--- config.mk ---
export PLATFORM = sky130hd
export DESIGN_NAME = stopwatch_ctrl
export DESIGN_NICKNAME = d
export VERILOG_FILES = /design/src/rtl/stopwatch_ctrl.sv
export SDC_FILE = /design/constraint.sdc
export NUM_CORES = 1
export LEC_CHECK = 0
export ABC_CLOCK_PERIOD_IN_PS = 1560
export CAP_MARGIN = 40
export CORE_ASPECT_RATIO = 0.9
export CORE_MARGIN = 3
export CORE_UTILIZATION = 56
export DETAILED_ROUTE_END_ITERATION = 10
export HOLD_SLACK_MARGIN = 0.03
export PLACE_DENSITY = 0.82
export SETUP_SLACK_MARGIN = 0.5
export SLEW_MARGIN = 20
export SYNTH_ARGS = -nofsm -noshare
export SYNTH_HDL_FRONTEND = slang
export SYNTH_SLANG_ARGS = --single-unit
export TNS_END_PERCENT = 50
--- constraint.sdc ---
create_clock -name clk -period 1.56 [get_ports clk]
set_input_delay 0.312 -clock clk [delete_from_list [all_inputs] [get_ports clk]]
set_output_delay 0.312 -clock clk [all_outputs]
set_load 0.05 [all_outputs]
--- src/rtl/stopwatch_ctrl.sv ---
// Stopwatch control front-end: key synchronisation and debounce, press-event
// generation, start/pause/lap/reset state machine, centisecond prescaler.
// The downstream counter increments on tick, clears on cnt_clr, and the
// display shows the latched lap value while disp_hold is high.
module stopwatch_ctrl #(
    parameter int DIV = 500000,   // clk cycles per tick, >= 2
    parameter int DEB = 1000000   // stable cycles to accept a key level, >= 1
) (
    input  logic       clk,
    input  logic       clr,
    input  logic       pow,
    input  logic       key_str,
    input  logic       key_pas,
    input  logic       key_lap,
    output logic       tick,
    output logic       cnt_clr,
    output logic       disp_hold,
    output logic [1:0] state,
    output logic       run_led
);

    localparam int PW = (DIV > 1) ? $clog2(DIV) : 1;
    localparam int DW = (DEB > 1) ? $clog2(DEB) : 1;
    localparam logic [PW-1:0] PS_LAST = PW'(DIV - 1);
    localparam logic [DW-1:0] DB_LAST = DW'(DEB - 1);

    // Key bit positions inside the per-key vectors below.
    localparam int K_STR = 0;
    localparam int K_PAS = 1;
    localparam int K_LAP = 2;

    typedef enum logic [1:0] {
        IDLE  = 2'b00,
        RUN   = 2'b01,
        LAP   = 2'b10,
        PAUSE = 2'b11
    } state_t;

    typedef enum logic [1:0] {
        EV_NONE,
        EV_STR,
        EV_PAS,
        EV_LAP
    } event_t;

    state_t        st;
    event_t        ev;
    logic [2:0]    key_raw;
    logic [2:0]    sync1;
    logic [2:0]    sync2;
    logic [2:0]    deb;
    logic [2:0]    deb_d;
    logic [2:0]    press;
    logic [DW-1:0] deb_cnt [3];
    logic [PW-1:0] presc;
    logic          running;

    assign key_raw = {key_lap, key_pas, key_str};
    assign running = (st == RUN) || (st == LAP);

    // Synchronise the keys, debounce each one and register its press pulse.
    always_ff @(posedge clk or negedge clr) begin
        if (!clr) begin
            sync1 <= '1;
            sync2 <= '1;
            deb   <= '1;
            deb_d <= '1;
            press <= '0;
            for (int i = 0; i < 3; i++) begin
                deb_cnt[i] <= '0;
            end
        end else begin
            // NOTE: non-blocking assignments here so every flop samples the
            // pre-edge value of its neighbour; blocking would collapse the
            // two synchroniser stages into one.
            sync1 <= key_raw;
            sync2 <= sync1;
            deb_d <= deb;
            press <= deb_d & ~deb;
            for (int i = 0; i < 3; i++) begin
                if (sync2[i] == deb[i]) begin
                    deb_cnt[i] <= '0;
                end else if (deb_cnt[i] == DB_LAST) begin
                    deb[i]     <= sync2[i];
                    deb_cnt[i] <= '0;
                end else begin
                    deb_cnt[i] <= deb_cnt[i] + DW'(1);
                end
            end
        end
    end

    // Pick the single press event acted on this cycle: pas > str > lap.
    always_comb begin
        // NOTE: default first so no path through the ifs leaves ev unassigned,
        // which would otherwise infer a latch.
        ev = EV_NONE;
        if (pow) begin
            if (press[K_PAS])      ev = EV_PAS;
            else if (press[K_STR]) ev = EV_STR;
            else if (press[K_LAP]) ev = EV_LAP;
        end
    end

    // Start/pause/lap/reset state machine with registered side outputs.
    always_ff @(posedge clk or negedge clr) begin
        if (!clr) begin
            st        <= IDLE;
            cnt_clr   <= 1'b0;
            disp_hold <= 1'b0;
        end else begin
            cnt_clr <= 1'b0;
            if (!pow) begin
                st        <= IDLE;
                disp_hold <= 1'b0;
            end else begin
                case (st)
                    IDLE: begin
                        if (ev == EV_STR)      st <= RUN;
                        else if (ev == EV_LAP) cnt_clr <= 1'b1;
                    end
                    RUN: begin
                        if (ev == EV_PAS) begin
                            st <= PAUSE;
                        end else if (ev == EV_LAP) begin
                            st        <= LAP;
                            disp_hold <= 1'b1;
                        end
                    end
                    LAP: begin
                        if (ev == EV_LAP) begin
                            st        <= RUN;
                            disp_hold <= 1'b0;
                        end else if (ev == EV_PAS) begin
                            st        <= PAUSE;
                            disp_hold <= 1'b0;
                        end
                    end
                    PAUSE: begin
                        if (ev == EV_STR) begin
                            st <= RUN;
                        end else if (ev == EV_LAP) begin
                            st      <= IDLE;
                            cnt_clr <= 1'b1;
                        end
                    end
                    default: st <= IDLE;
                endcase
            end
        end
    end

    // Prescaler: counts while running, holds in PAUSE, cleared in IDLE.
    always_ff @(posedge clk or negedge clr) begin
        if (!clr) begin
            presc <= '0;
        end else if (running) begin
            presc <= (presc == PS_LAST) ? '0 : presc + PW'(1);
        end else if (st == IDLE || cnt_clr) begin
            presc <= '0;
        end
    end

    assign tick    = running && (presc == PS_LAST);
    assign run_led = running;
    assign state   = st;

endmodule

Word-level counts from Yosys, hierarchy flattened:

Index checks and enable logic that the tools add are counted.

* register bits after elaboration: 98
* input port bits: 6
* output and inout port bits: 6
* word-level logic and storage cells: 86

* $add $sub $neg: 4
* equality and inequality tests: 20
* muxes and demuxes: 32
* bitwise gates (word level): 5
* reductions and logical operators: 11

Operator list (number)
* two-way mux 20 bit: 6
* adder 20 x 1 -> 20 bit (second input constant): 3
* equality test 20 bit (second input constant): 3
* two-way mux 19 bit: 3
* two-way mux 2 bit: 12
* adder 19 x 1 -> 19 bit (second input constant): 1
* equality test 19 bit (second input constant): 1
* two-way mux 1 bit: 9
* equality test 2 bit (second input constant): 4
* inequality test 4 x 2 -> 1 bit (second input constant): 2
* case mux 2 bit (4 select lines): 1
* AND reduction 4 bit: 2
* inequality test 3 bit (second input constant): 2
* AND reduction 2 bit: 3
* equality test 2 x 1 -> 1 bit (second input constant): 2
* inequality test 4 bit (second input constant): 1
* bitwise AND 3 bit: 1
* equality test 1 bit: 3
* inequality test 3 x 1 -> 1 bit (second input constant): 1
* inequality test 3 x 2 -> 1 bit (second input constant): 1
* NOT 1 bit: 3
* NOT 3 bit: 1
* zero test 2 bit: 1
* logical OR 1 bit: 2
* 4 further kinds: 4

Longest topological paths before layout:

Gate-level depths: netlist (run 1).

* depth in word-level cells: 9
* depth in mapped cells: 8

Worst setup path after synthesis (run 1):

No wires, ideal clock.

* path type: register -> output
* start point: register st[1] (netlist: state[1])
* end point: output port tick
* data arrival time: 2319 ps
* required time: 1248 ps
* slack: -1071 ps
* stages on the path, launching flop included: 5
* path through: dfrtp_1 -> inv_1 -> ha_1 -> nand2_1 -> nor2_1

* cells in the longest elaborated chain, start to end: 3
* elaborated cells between the ends (all ways): 4
* those cells by class: eq/ne: 2; reduce/logical: 2

Ends and longest elaborated chain
* start: declaration: RTL line 46 `state_t st;`
* start signal: assignment: RTL line 108 `st <= IDLE;`
* start signal: assignment: RTL line 114 `st <= IDLE;`
* start signal: assignment: RTL line 119 `if (ev == EV_STR) st <= RUN;`
* equality test 2 x 1 -> 1 bit or equality test 2 bit (tied branches): RTL line 59 `assign running = (st == RUN) || (st == LAP);`
* logical OR 1 bit *: RTL line 59
* net run_led: RTL line 19 `output logic run_led`
* logical AND 1 bit *: RTL line 164 `assign tick = running && (presc == PS_LAST);`
* end: declaration: RTL line 15 `output logic tick,`

Mark *: on every way through the listed nets, which the timed path passes. The rest lies on a longest branch.

Final worst setup path (run 1):

* start point: register presc[11]
* end point: output port tick

* cells in the longest elaborated chain, start to end: 2

Ends and longest elaborated chain
* start: declaration: RTL line 55 `logic [PW-1:0] presc;`
* start signal: assignment: RTL line 158 `presc <= (presc == PS_LAST) ? '0 : presc + PW'(1);`
* equality test 19 bit: RTL line 164
* logical AND 1 bit: RTL line 164

No other way between the ends.

==> reports/metrics.cfg, run 1 <==
[finish]
diodes = 0
stdcell_area_um2 = 7150
fin_cells = 729
drive_gt1_share_pct = 47.6
nNetsFinal = 640
fillers = 318
syn_to_final_growth_pct = 50.3

[logic_synthesis]
yosys.area.top_type = dfrtp_1
synth_top_family_by_area = simple AND/OR/NAND/NOR gates
synth_top_area_share_pct = 45.3
synth_compound_area_share_pct = 5.58
syn_nets = 499
synth_edf_count = 0
synthMuxAreaShare_pct = 1.13
synth_fa_ha_area_share_pct = 2.37
avgSynthCellArea_um2 = 9.82
ys_seq_elements = 98
netlist_instances = 484
ys_top_cells_by_area = dfrtp_1 (45%), xor2_1 (7.0%), dfstp_2 (6.6%), nor2_1 (6.3%), nand3_1 (5.1%)
synthArstFlopShare_pct = 100
mappedNetlistArea_um2 = 4750
synth_most_common_cell = dfrtp_1
ys_top_cells_by_count = dfrtp_1 (86), nor2_1 (80), nand3_1 (48)
seq_area_frac_synth_pct = 51.9
yosys.area_share.simple_pct = 25.8
synth-main-ff-cell = dfrtp_1
synth-xor-area-share_pct = 10.7
ys.warnings.count = 0
synth.distinct_cells = 49

[worst_setup_path]
crit_required_ps = 1250
critPathKind = reg -> out
end_kind = primary output
start_kind = flip-flop
crit_fanout = 2
arrival_ps = 1770

[cts]
clock_sinks = 98
clk_latency_ps = 380
cts_tree = yes
clock_path_buffers = 2
cts_htree_levels = 3
root_buffer = clkbuf_8
clkTransAtPathRegs_ps = 100
cts_buffers = 9

[run]
drv_cap = 0

[global_routing]
grt_overflow = 0
grt_max_degree = 99
grt_antenna_before_repair = 0
grt_usage_pct = 30.7
grt_pass1_wl_mm = 22.9
grt_pass1_vias = 4634

[sta]
max_freq_mhz = 480
setup_ws_ps = -524
setup_viol = 67
slew_headroom_pct = 63.4
hold_viol = 0
tightest_slew_ps = 550
period_share_pct = 134
skew_ps = 16.3
drv_slew = 0
rsz0062_at_grt = yes
fin_crit_ps = 2080

[floorplanning]
die_area_um2 = 9630
start_util_pct = 58.4
die_h_um = 93.4
rows = 31
io-pin-count = 12
die_w_um = 103
core_um2 = 8150

[drt]
ant_nets = 0
vias_per_cell = 6.66
post_drt_wl_per_cell_um = 24.3
num_vias = 4855
route.detailed.drc = 0
drt-pass1-iter-count = 5
wl_mm = 17.7
drt_iter0_drc = 459

[place]
io_buffers = 11
routabilityCongestion = 0.890
dp_cells = 658
placedInstanceArea_um2 = 5650
hpwl_mm = 7.13

[outcome]
status = finished, violations left
violations = negative setup slack

[hold_path]
hold_path_class = in -> reg

[power_and_ir_drop]
power.density_nw_per_um2 = 683
ir_drop_mv = 0.854
finalPower_mw = 4.88
p_leak_nw = 3.01

[metrics by stage]
| step | TNS (ps) | util (%) | hold slack (ps) | setup slack, ps |
|---|---|---|---|---|
| final | -19670 | 87.8 | 321 | -524 |
| after global routing | -25000 | 87.8 | 308 | -728 |
| after CTS | -9520 | 81.8 | 331 | -401 |
| after detailed placement | -9800 | 69.3 | 347 | -268 |
| after global placement | -5900 | 69.3 | 346 | -211 |
| after floorplan | -6430 | - | 16.4 | -162 |
[area by class of cell]
| class | count | area (µm²) | area share [%] |
|---|---|---|---|
| flip-flops and latches | 98 | 2470 | 34.6 |
| multi-input cells | 366 | 2970 | 41.6 |
| clock buffers | 11 | 131 | 1.84 |
| inverters | 12 | 47.5 | 0.665 |
| repair buffers | 138 | 1290 | 18.1 |
| clock inverters | 5 | 104 | 1.45 |
| well taps | 99 | 124 | 1.73 |
[where the power goes]
group	internal [mW]	switching [mW]	leakage, nW	total (mW)
Sequential	2.57	0.0241	1.31	2.60
Combinational	0.123	0.178	1.58	0.301
Clock	1.07	0.914	0.118	1.99
[per-layer routing]
| metal | global-route usage (%) | share of wire (%) |
|---|---|---|
| met5 | 0 | 0 |
| met4 | 14.1 | 6.9 |
| met3 | 5.82 | 8.0 |
| met2 | 53.0 | 49 |
| met1 | 36.5 | 36 |
[critical path, stage by stage, from the launching register on]
cell and delay, ps:
dfrtp_1 420, nor3_1 320, nand4_1 210, buf_4 200, nor2_4 100, buf_12 140
[layout by cell type, fill, tap and decap left out, drive strengths merged, types with 6 or more instances in the layout]
| cell type | instances |
|---|---|
| buf | 132 |
| nand4 | 14 |
| nor2 | 80 |
| clkbuf | 12 |
| or2 | 6 |
| dfrtp | 86 |
| xor2 | 38 |
| and3 | 11 |
| nand3 | 48 |
| o21ai | 12 |
| inv | 13 |
| dfstp | 12 |
| nor3 | 12 |
| nand2b | 7 |
| ha | 9 |
| a21oi | 11 |
| xnor2 | 20 |
| nor4 | 8 |
| nand2 | 39 |
[path summary, 6_finish.rpt]
kind / startpoint / endpoint / slack, ps / cells after the start
worst max-delay path: presc[11]$_DFFE_PN0P_ / tick / -520 / 5
worst min-delay path: key_pas / sync1[1]$_DFF_PN1_ / 320 / 1
worst max register to register: presc[11]$_DFFE_PN0P_ / presc[3]$_DFFE_PN0P_ / -510 / 9
worst min register to register: sync1[1]$_DFF_PN1_ / sync2[1]$_DFF_PN1_ / 360 / 0
max in group asynchronous: clr / cnt_clr$_DFF_PN0_ / 580 / 3
min in group asynchronous: clr / deb_cnt[58]$_DFF_PN0_ / 500 / 3
[registers in the layout (all words and copies together), names as in the netlist]
| name | flops |
|---|---|
| disp_hold | 1 |
| sync2 | 3 |
| cnt_clr | 1 |
| deb | 3 |
| deb_cnt | 60 |
| deb_d | 3 |
| presc | 19 |
| press | 3 |
| sync1 | 3 |
| state | 2 |
[cells by family after synthesis]
group / Yosys count
and+or+nand+nor: 246
DFF: 98
xor gates and xnor gates: 58
AOI/OAI and AO/OA: 43
buffers and inverters: 25
adders and majority gates: 9
muxes: 5
[timing repair]
item                                    4_1_cts  5_1_grt
resized for setup                           122       71
hold buffers                                  1        0
endpoints found under the hold margin        74        0
pin swaps                                    66       55
buffers inserted                             28       17
gates cloned                                  5        3
endpoints found under the setup margin       92       92
(Power assumes the default switching activity.)
==> run 2: changes to the inputs <==
CORE_MARGIN = unset   (was 3)
==> run 2 against run 1 <==
The run still ends with negative setup slack left. Clock skew is 2.1 ps lower. Critical path depth stayed put. Wire length is 17% lower. Cell count is 2.2% lower. Global-route usage is 1.8 points higher. Combinational power is 8.3% lower. Highest routed layer unchanged.
==> reports/metrics.cfg, run 2 (synthesis results as in run 1) <==
[place]
dp_slack_ps = -285
placedInstanceArea_um2 = 5700
routabilityCongestion = 0.867
hpwl_mm = 7.17
dp_cells = 664
io_buffers = 11

[finish]
fin_util_pct = 85.3
drive_gt1_share_pct = 46.6
top_regs = deb_cnt (60), presc (19)
largest_register = deb_cnt
fin_cells = 713
largest_reg_flops = 60
fillers = 344
stdcell_area_um2 = 6950
syn_to_final_growth_pct = 46.2
final_cell_mix = buf_4 (86), dfrtp_1 (78), nor2_1 (40)
diodes = 0
final_common_cell = buf_4
nNetsFinal = 624

[sta]
setup_ws_ps = -500
holdWs_ps = 264
setup_viol = 66
fin_setup_tns_ps = -12440
hold_viol = 0
tightest_slew_ps = 925
skew_ps = 14.2
slew_headroom_pct = 38.1
drv_slew = 0
period_share_pct = 132
max_freq_mhz = 485
fin_crit_ps = 2060
rsz0062_at_grt = yes

[cts]
clk_latency_ps = 390
cts_buffers = 9
clkTransAtPathRegs_ps = 100
cts_htree_levels = 3
cts_tree = yes
clock_sinks = 98
root_buffer = clkbuf_8
clock_path_buffers = 2

[worst_setup_path]
slowest_stage = dfrtp_1
end_kind = primary output
worstReg2RegStart = presc[12]$_DFFE_PN0P_
startpoint = presc[12]$_DFFE_PN0P_
arrival_ps = 1750
crit_fanout = 2
slowest_delay_ps = 400
r2r_slack_ps = -420
crit_required_ps = 1250
crit_buf_inv = 2
critPathTopFamily = simple AND/OR/NAND/NOR gates
critPathKind = reg -> out
worstPathCellList = nor4bb_2, nand4_1, buf_4, nor2_4, buf_12
start_kind = flip-flop

[floorplanning]
die_area_um2 = 8860
rows = 31
start_util_pct = 58.4
core_um2 = 8150
die_w_um = 99.1
die_h_um = 89.4
io-pin-count = 12

[power_and_ir_drop]
switching_share_pct = 23.5
ir_drop_mv = 0.968
intPower_mw = 3.81
pwr-share-comb_pct = 5.5
p_leak_nw = 2.87
seqPwrFrac_pct = 52.1
p_clk_share_pct = 42.4
finalPower_mw = 4.98
power.density_nw_per_um2 = 717
p_sw_mw = 1.17

[drt]
route.detailed.drc = 0
num_vias = 4448
wl_mm = 14.8
drt-pass1-iter-count = 5
vias_per_cell = 6.24
ant_nets = 0
post_drt_wl_per_cell_um = 20.7
drt_iter0_drc = 277

[global_routing]
grt_pass1_wl_mm = 22.0
grt_pass1_vias = 4458
grt_max_degree = 44
grt_usage_pct = 32.4
grt_antenna_before_repair = 0
grt_overflow = 0

[outcome]
status = finished, violations left
violations = negative setup slack

[hold_path]
hold_path_class = in -> async

[run]
drv_cap = 0

==> run 2: power groups by stage <==
stage          clock, mW  sequential [mW]  combinational (mW)
2_1_floorplan          0             2.64              0.0660
5_1_grt             2.20             2.60               0.302
3_5_place_dp           0             2.64               0.198
6_report            2.11             2.60               0.276
3_3_place_gp           0             2.63               0.190
4_1_cts             2.11             2.59               0.252
==> run 2: layout make-up <==
class | instances | area (µm²) | share of cell area (%)
multi-input combinational | 365 | 2890 | 41.6
sequential | 98 | 2480 | 35.6
timing repair buffer | 123 | 1150 | 16.6
clock buffer | 10 | 138 | 1.98
tap | 99 | 124 | 1.78
clock inverter | 6 | 119 | 1.71
inverter | 12 | 47.5 | 0.684
==> run 2: worst paths after layout <==
check,endpoint,depth (start not counted)
hold / removal,deb_cnt[29]$_DFF_PN0_,2
setup / recovery,tick,5
min in group clk,sync1[1]$_DFF_PN1_,1
setup reg to reg,presc[13]$_DFFE_PN0P_,8
max in group asynchronous,sync1[1]$_DFF_PN1_,3
hold reg to reg,sync2[2]$_DFF_PN1_,0
==> run 2: what timing repair did <==
item	in CTS	in global routing
setup endpoints to repair	92	92
pin swaps	78	42
hold buffers	1	0
buffers inserted	15	12
gates resized for setup	109	72
cloned	5	0
hold endpoints to repair	86	0
==> run 2: metal layers <==
metal	wire length, µm	share of wire [%]	up-vias	global-route usage [%]
li1	-	-	1931	-
met5	0	0	-	0
met3	818	5.5	66	6.65
met4	541	3.7	0	15.2
met1	5740	39	2228	37.1
met2	7680	52	223	59.6
